===== config.mk =====
export PLATFORM = sky130hd
export DESIGN_NAME = mdu_ctrl_flat
export DESIGN_NICKNAME = d
export VERILOG_FILES = /design/src/rtl/mdu_ctrl_if.sv /design/src/rtl/mdu_ctrl.sv /design/src/flat_wrapper.sv
export SDC_FILE = /design/constraint.sdc
export NUM_CORES = 2
export LEC_CHECK = 0
export ABC_AREA = 1
export CELL_PAD_IN_SITES_DETAIL_PLACEMENT = 2
export CELL_PAD_IN_SITES_GLOBAL_PLACEMENT = 2
export CORE_UTILIZATION = 44
export DETAILED_ROUTE_END_ITERATION = 6
export PLACE_DENSITY = 0.95
export SLEW_MARGIN = 20
export SYNTH_ARGS = -nofsm -noshare
export SYNTH_HDL_FRONTEND = slang
export SYNTH_SLANG_ARGS = --single-unit

===== constraint.sdc =====
create_clock -name clk -period 17.8 [get_ports clk]
set_clock_uncertainty 0.1 [all_clocks]
set_input_delay 3.56 -clock clk [delete_from_list [all_inputs] [get_ports clk]]
set_output_delay 3.56 -clock clk [all_outputs]
set_load 0.005 [all_outputs]

===== src/rtl/mdu_ctrl_if.sv =====
// Bundle between the E/D pipeline stages and the multiply/divide controller.
// The pipeline side uses modport master and the controller uses modport slave.
interface mdu_ctrl_if;
  logic        E_start;
  logic [2:0]  E_op;
  logic [31:0] E_A;
  logic [31:0] E_B;
  logic        D_md_use;
  logic        busy;
  logic        stall;
  logic [31:0] HI;
  logic [31:0] LO;

  modport master (output E_start, E_op, E_A, E_B, D_md_use,
                  input  busy, stall, HI, LO);
  modport slave  (input  E_start, E_op, E_A, E_B, D_md_use,
                  output busy, stall, HI, LO);
endinterface


===== src/rtl/mdu_ctrl.sv =====
// Multi-cycle HI/LO controller: the result is latched at start and is committed after a fixed busy window.
// Define MDU_DIV_EN to build the divider (div/divu); without it, ops 2 and 3 are no-ops.
module mdu_ctrl #(
  parameter int MULT_CYCLES = 5,
  parameter int DIV_CYCLES  = 10
) (
  input logic       clk,
  input logic       reset,
  mdu_ctrl_if.slave md
);

  typedef enum logic {IDLE, RUN} state_t;

  state_t      state;
  logic [3:0]  cnt;
  logic [31:0] p_hi;
  logic [31:0] p_lo;
  logic        p_wr;
  logic        is_mul;
  logic        is_div;
  logic [63:0] mul_a;
  logic [63:0] mul_b;
  logic [63:0] prod;
  logic [31:0] quo;
  logic [31:0] rem;

  // Widening both operands to 64 bits gives a correct low half for signed and unsigned products alike
  assign is_mul = (md.E_op == 3'd0) || (md.E_op == 3'd1);
  assign mul_a  = md.E_op[0] ? {32'b0, md.E_A} : {{32{md.E_A[31]}}, md.E_A};
  assign mul_b  = md.E_op[0] ? {32'b0, md.E_B} : {{32{md.E_B[31]}}, md.E_B};
  assign prod   = mul_a * mul_b;

`ifdef MDU_DIV_EN
  logic signed [32:0] div_a;
  logic signed [32:0] div_b;
  logic signed [32:0] div_q;
  logic signed [32:0] div_r;
  logic               unused_div_msb;

  // A 33-bit signed divider handles divu via zero extension and keeps -2^31 / -1 well defined
  assign is_div = (md.E_op == 3'd2) || (md.E_op == 3'd3);
  assign div_a  = md.E_op[0] ? {1'b0, md.E_A} : {md.E_A[31], md.E_A};
  assign div_b  = md.E_op[0] ? {1'b0, md.E_B} : {md.E_B[31], md.E_B};

  always_comb begin
    div_q = '0;
    div_r = '0;
    if (md.E_B != 32'd0) begin
      div_q = div_a / div_b;
      div_r = div_a % div_b;
    end
  end

  assign quo            = div_q[31:0];
  assign rem            = div_r[31:0];
  assign unused_div_msb = div_q[32] ^ div_r[32];
`else
  logic unused_div_cycles;

  assign is_div            = 1'b0;
  assign quo               = 32'd0;
  assign rem               = 32'd0;
  assign unused_div_cycles = (DIV_CYCLES != 0);
`endif

  assign md.stall = md.D_md_use & (md.busy | (md.E_start & (is_mul | is_div)));

  always_ff @(posedge clk) begin
    if (!reset) begin
      state   <= IDLE;
      cnt     <= 4'd0;
      md.busy <= 1'b0;
      md.HI   <= 32'd0;
      md.LO   <= 32'd0;
      p_hi    <= 32'd0;
      p_lo    <= 32'd0;
      p_wr    <= 1'b0;
    end else begin
      case (state)
        IDLE: begin
          if (md.E_start) begin
            if (is_mul) begin
              p_hi    <= prod[63:32];
              p_lo    <= prod[31:0];
              p_wr    <= 1'b1;
              cnt     <= 4'(MULT_CYCLES);
              state   <= RUN;
              md.busy <= 1'b1;
            end else if (is_div) begin
              // Divide by zero still occupies the unit but leaves HI/LO untouched
              p_hi    <= rem;
              p_lo    <= quo;
              p_wr    <= (md.E_B != 32'd0);
              cnt     <= 4'(DIV_CYCLES);
              state   <= RUN;
              md.busy <= 1'b1;
            end else if (md.E_op == 3'd4) begin
              md.HI <= md.E_A;
            end else if (md.E_op == 3'd5) begin
              md.LO <= md.E_A;
            end
          end
        end
        RUN: begin
          cnt <= cnt - 4'd1;
          if (cnt == 4'd1) begin
            if (p_wr) begin
              md.HI <= p_hi;
              md.LO <= p_lo;
            end
            state   <= IDLE;
            md.busy <= 1'b0;
          end
        end
        default: state <= IDLE;
      endcase
    end
  end

endmodule


===== src/flat_wrapper.sv =====
// flat-port wrapper written by rule: the top's interface ports become plain ports
module mdu_ctrl_flat 
#(
  parameter int MULT_CYCLES = 5,
  parameter int DIV_CYCLES  = 10
)
  (clk, reset, md_E_start, md_E_op, md_E_A, md_E_B, md_D_md_use, md_busy, md_stall, md_HI, md_LO);
  mdu_ctrl_if md_i ();
  input logic clk;
  input logic reset;
  input wire logic [$bits(md_i.E_start)-1:0] md_E_start;
  input wire logic [$bits(md_i.E_op)-1:0] md_E_op;
  input wire logic [$bits(md_i.E_A)-1:0] md_E_A;
  input wire logic [$bits(md_i.E_B)-1:0] md_E_B;
  input wire logic [$bits(md_i.D_md_use)-1:0] md_D_md_use;
  output wire logic [$bits(md_i.busy)-1:0] md_busy;
  output wire logic [$bits(md_i.stall)-1:0] md_stall;
  output wire logic [$bits(md_i.HI)-1:0] md_HI;
  output wire logic [$bits(md_i.LO)-1:0] md_LO;
  assign md_i.E_start = md_E_start;
  assign md_i.E_op = md_E_op;
  assign md_i.E_A = md_E_A;
  assign md_i.E_B = md_E_B;
  assign md_i.D_md_use = md_D_md_use;
  assign md_busy = md_i.busy;
  assign md_stall = md_i.stall;
  assign md_HI = md_i.HI;
  assign md_LO = md_i.LO;
  mdu_ctrl #(.MULT_CYCLES(MULT_CYCLES), .DIV_CYCLES(DIV_CYCLES)) u_core (.clk(clk), .reset(reset), .md(md_i));
endmodule

==> results_dict.tcl, run 1 <==
set metrics [dict create \
    gr-total-overflow 126 \
    cts_resized 0 \
    dp_slack_ps 3107 \
    pin_count 137 \
    dpl.cell_count 8437 \
    cts_buffer_depth 2 \
    io_buffers 136 \
    synth_warnings 0 \
    dp_hpwl_um 277100 \
    cts_hold_buf 0 \
    grt_use_total_pct 64.21 \
    syn_area_per_cell_um2 8.048 \
    clock-root-buffer "clkbuf_16" \
    synth_cells 6881 \
    toolErrorMsg "[ERROR GRT-0116] Global routing finished with congestion. Check the congestion regions in the DRC Viewer." \
    synth_flop_cell "dfxtp_1" \
    ys_seq_elements 135 \
    start_util_pct 44.56 \
    synth_top_area_share_pct 51.30 \
    ys_seq_area_share_pct 4.880 \
    synthArstFlopShare_pct 0 \
    die_h_um 356.8 \
    grt_max_degree 81 \
    synth_area_leaders "fa_1, inv_1, nand2_1, ha_1, dfxtp_1" \
    cts_setup_buffers 0 \
    numCtsBuffers 17 \
    routabilityCongestion 1.006 \
    clkSinkCount 135 \
    yosysTopAreaCell "fa_1" \
    cts_max_level 4 \
    failing_step "global routing" \
    fp.dieW_um 356.8 \
    status "aborted with a tool error" \
    syn_nets 8686 \
    rows 129 \
    grt_pass1_vias 66320 \
    grt_first_pass_wirelength_um 560600 \
    synth_cell_types 54 \
    synth_edf_count 0 \
    syn_area_um2 55380 \
]
==> stage by stage <==
stage	utilization [%]	area, um^2
2_1_floorplan	-	55380
3_3_place_gp	46.73	58070
3_5_place_dp	46.73	58070
4_1_cts	47.19	58650
==> routing by layer <==
layer  global-route usage [%]  GRT overflow
met5                    15.48             0
met2                    84.54            67
met1                    66.35             0
met4                    56.11            57
met3                    45.70             2
==> cell usage after synthesis, types with 15 or more instances <==
cell type / number
xnor2_1: 15
o21ai_1: 30
fa_1: 1419
clkbuf_1: 260
xor2_1: 36
inv_1: 2292
a21oi_1: 90
nand3_1: 72
nand2_1: 1475
buf_1: 16
o21ai_0: 139
nor2_2: 15
nor2_1: 320
a31oi_1: 71
nand4_1: 21
dfxtp_1: 135
inv_2: 20
ha_1: 315
==> logic make-up after synthesis <==
kind of cell,share of synthesized area (%)
AO/OA/AOI/OAI,4.137
XOR/XNOR,0.8066
adder cells (fa/ha/maj),58.42
buffers and inverters,17.75
flip-flops,4.880
AND/OR/NAND/NOR,14.01
==> run 2: changes to the inputs <==
- CELL_PAD_IN_SITES_DETAIL_PLACEMENT: 2 -> not set
- CELL_PAD_IN_SITES_GLOBAL_PLACEMENT: 2 -> not set
- CORE_UTILIZATION: 44 -> 31
- PLACE_DENSITY: 0.95 -> not set
- PLACE_DENSITY_LB_ADDON: not set -> 0.15
==> run 2 against run 1 <==
  * The run now ends clean
  * Synthesized cell count stayed put
  * Area after synthesis stayed put
==> results_dict.tcl, run 2 <==
set metrics [dict create \
    status "finished, final reports clean" \
    drt_pass1_iterations 5 \
    finalMaxSlewViolations 0 \
    cp_common_cell "fa_1" \
    grt_max_degree 81 \
    gr-total-overflow 0 \
    fp.dieArea_um2 180300 \
    synth_warnings 0 \
    synth_area_leaders "fa_1, inv_1, nand2_1, ha_1, dfxtp_1" \
    grt_use_total_pct 22.33 \
    fp.dieW_um 424.6 \
    r2r-end "u_core.md.LO[31]" \
    setup_viol_count_final 0 \
    synthSimpleGateAreaFrac_pct 14.01 \
    synth_top_family_by_area "adder cells" \
    die_h_um 424.6 \
    viasPerCell 4.559 \
    reg2reg_depth 5 \
    routabilityCongestion 0.9358 \
    route.detailed.drc 0 \
    clkTransAtPathRegs_ps 60 \
    core_um2 176700 \
    grt_pass1_vias 46890 \
    areaGrowthSynthToFinish_pct 7.551 \
    finalHoldViolations 0 \
    path_buf_inv 10 \
    mostFrequentLayoutCell "inv_1" \
    synthArstFlopShare_pct 0 \
    cp_data_required_time_ps 18040 \
    wl_um 194700 \
    drtIter0Drc 2286 \
    syn_nets 8686 \
    startpoint_type "primary input" \
    cts_max_level 4 \
    ys_seq_area_share_pct 4.880 \
    cts_setup_buffers 0 \
    max_cap_viol_count 0 \
    cp-end-kind "flop" \
    max_freq_mhz 76.32 \
    whs_path_depth 2 \
    muxShareOfSynthArea_pct 0 \
    cpMaxStageDelayCell "fa_1" \
    synth_most_common_cell "inv_1" \
    synth_flop_cell "dfxtp_1" \
    dp_slack_ps 4173 \
    synthTopCellsByCount "inv_1, nand2_1, fa_1" \
    syn_area_per_cell_um2 8.048 \
    cts_buffer_depth 2 \
    synth_cells 6881 \
    synth_top_area_share_pct 51.30 \
    dp_hpwl_um 163000 \
    worstSetupPathType "primary input to flop" \
    nets 8633 \
    grt_first_pass_wirelength_um 299000 \
    design_area_um2 59560 \
    clock-root-buffer "clkbuf_16" \
    mostFrequentLayoutCells "inv_1, nand2_1, fa_1, nor2_1, ha_1" \
    clkSinkCount 135 \
    setup_ws_ps 4697 \
    rsz0062_at_grt "false" \
    yosysTopAreaCell "fa_1" \
    wl_per_cell_um 21.20 \
    min_path_type "flop to flop" \
    rows 154 \
    ys_seq_elements 135 \
    r2r_slack_ps 14600 \
    synth_xor_area_share_pct 0.8066 \
    path_depth 35 \
    synth_cell_types 54 \
    fill_cells 18890 \
    tns_ps 0 \
    syn_area_um2 55380 \
    crit_path_max_incr_delay_ps 990 \
    numCtsBuffers 17 \
    synth_compound_area_share_pct 4.137 \
    cp_top_family "adder cells" \
    relSlewSlack_pct 29.67 \
    synth_fa_ha_area_share_pct 58.42 \
    cts_resized 0 \
    synth_edf_count 0 \
    worstHoldStart "u_core.p_lo[0]" \
    clk_latency_ps 430 \
    fin_crit_sh_pct 73.61 \
    num_vias 41870 \
    start_util_pct 31.34 \
    pin_count 137 \
    io_buffers 136 \
    whs_endpoint "u_core.p_lo[0]" \
    antenna_found_initial 15 \
    worst_pin_slew_ps 1053 \
    ant_nets 0 \
    cts_hold_buf 0 \
    placed_cell_area_um2 59020 \
    cp_max_fo 32 \
    finalCriticalPeriod_ps 13100 \
    cts_tree "done" \
    r2r-start "u_core.state" \
    whs_ps 374.7 \
    final_layout_size_suffix_gt1_share_pct 3.538 \
    arrival_ps 13340 \
]
-- run 2: cell counts after synthesis --
No cell type changed its count.
-- run 2: routing by layer --
metal  global-route usage [%]  part of all wire, %  wire length [um]  vias up
met5                        0                    0                 0        -
met3                    1.581                  3.7              7156      145
met4                    4.128                  2.0              3981        0
met1                    29.29                   44             84710    21920
li1                         -                    -                 -    18960
met2                    40.36                   51             98820      846
-- run 2: through the flow --
stage / util, % / instances
finish: 33.71 / 9182
global route: 33.71 / 9181
CTS: 33.70 / 9180
detailed placement: 33.40 / 9149
global placement: 33.40 / 9149
floorplan: - / 6881
-- run 2: layout make-up --
class	count	area, um^2	share of cell area, %
timing repair buffer	222	1849	3.105
clock buffer	22	454.2	0.7626
antenna	2	5.005	0.008403
sequential	135	2704	4.540
clock inverter	9	78.83	0.1324
multi-input combinational	4138	42850	71.95
tap	2340	2928	4.916
inverter	2314	8688	14.59
-- run 2: tightest hold or removal path, delay by kind of cell (launching register included) --
| kind | cells | cell delay (ps) |
|---|---|---|
| AOI/OAI and AO/OA | 1 | 60 |
| DFF | 1 | 310 |
| and+or+nand+nor | 1 | 60 |
-- run 2: cells by family (layout without fill, tap and decap cells) --
group,after synthesis,in the layout
compound gates,393,393
xor+xnor,51,51
fa+ha+maj,1734,1734
buf+inv,2608,2567
flops,135,135
other cells,0,2
simple gates,1960,1960
-- run 2: worst max path at each step --
stage                           end  slack (ps)       start
floorplan           u_core.p_hi[31]        5570  md_E_op[0]
global placement    u_core.p_hi[31]        4120  md_E_op[0]
detailed placement  u_core.p_hi[25]        4170  md_E_A[31]
CTS                 u_core.p_hi[25]        4600  md_E_A[31]
global route        u_core.p_hi[29]        4020   md_E_B[1]
finish              u_core.p_hi[28]        4700   md_E_B[1]
Power of run 2 is not shown: default switching activity piles up to over one toggle a cycle in this logic, so the estimate is an artifact.
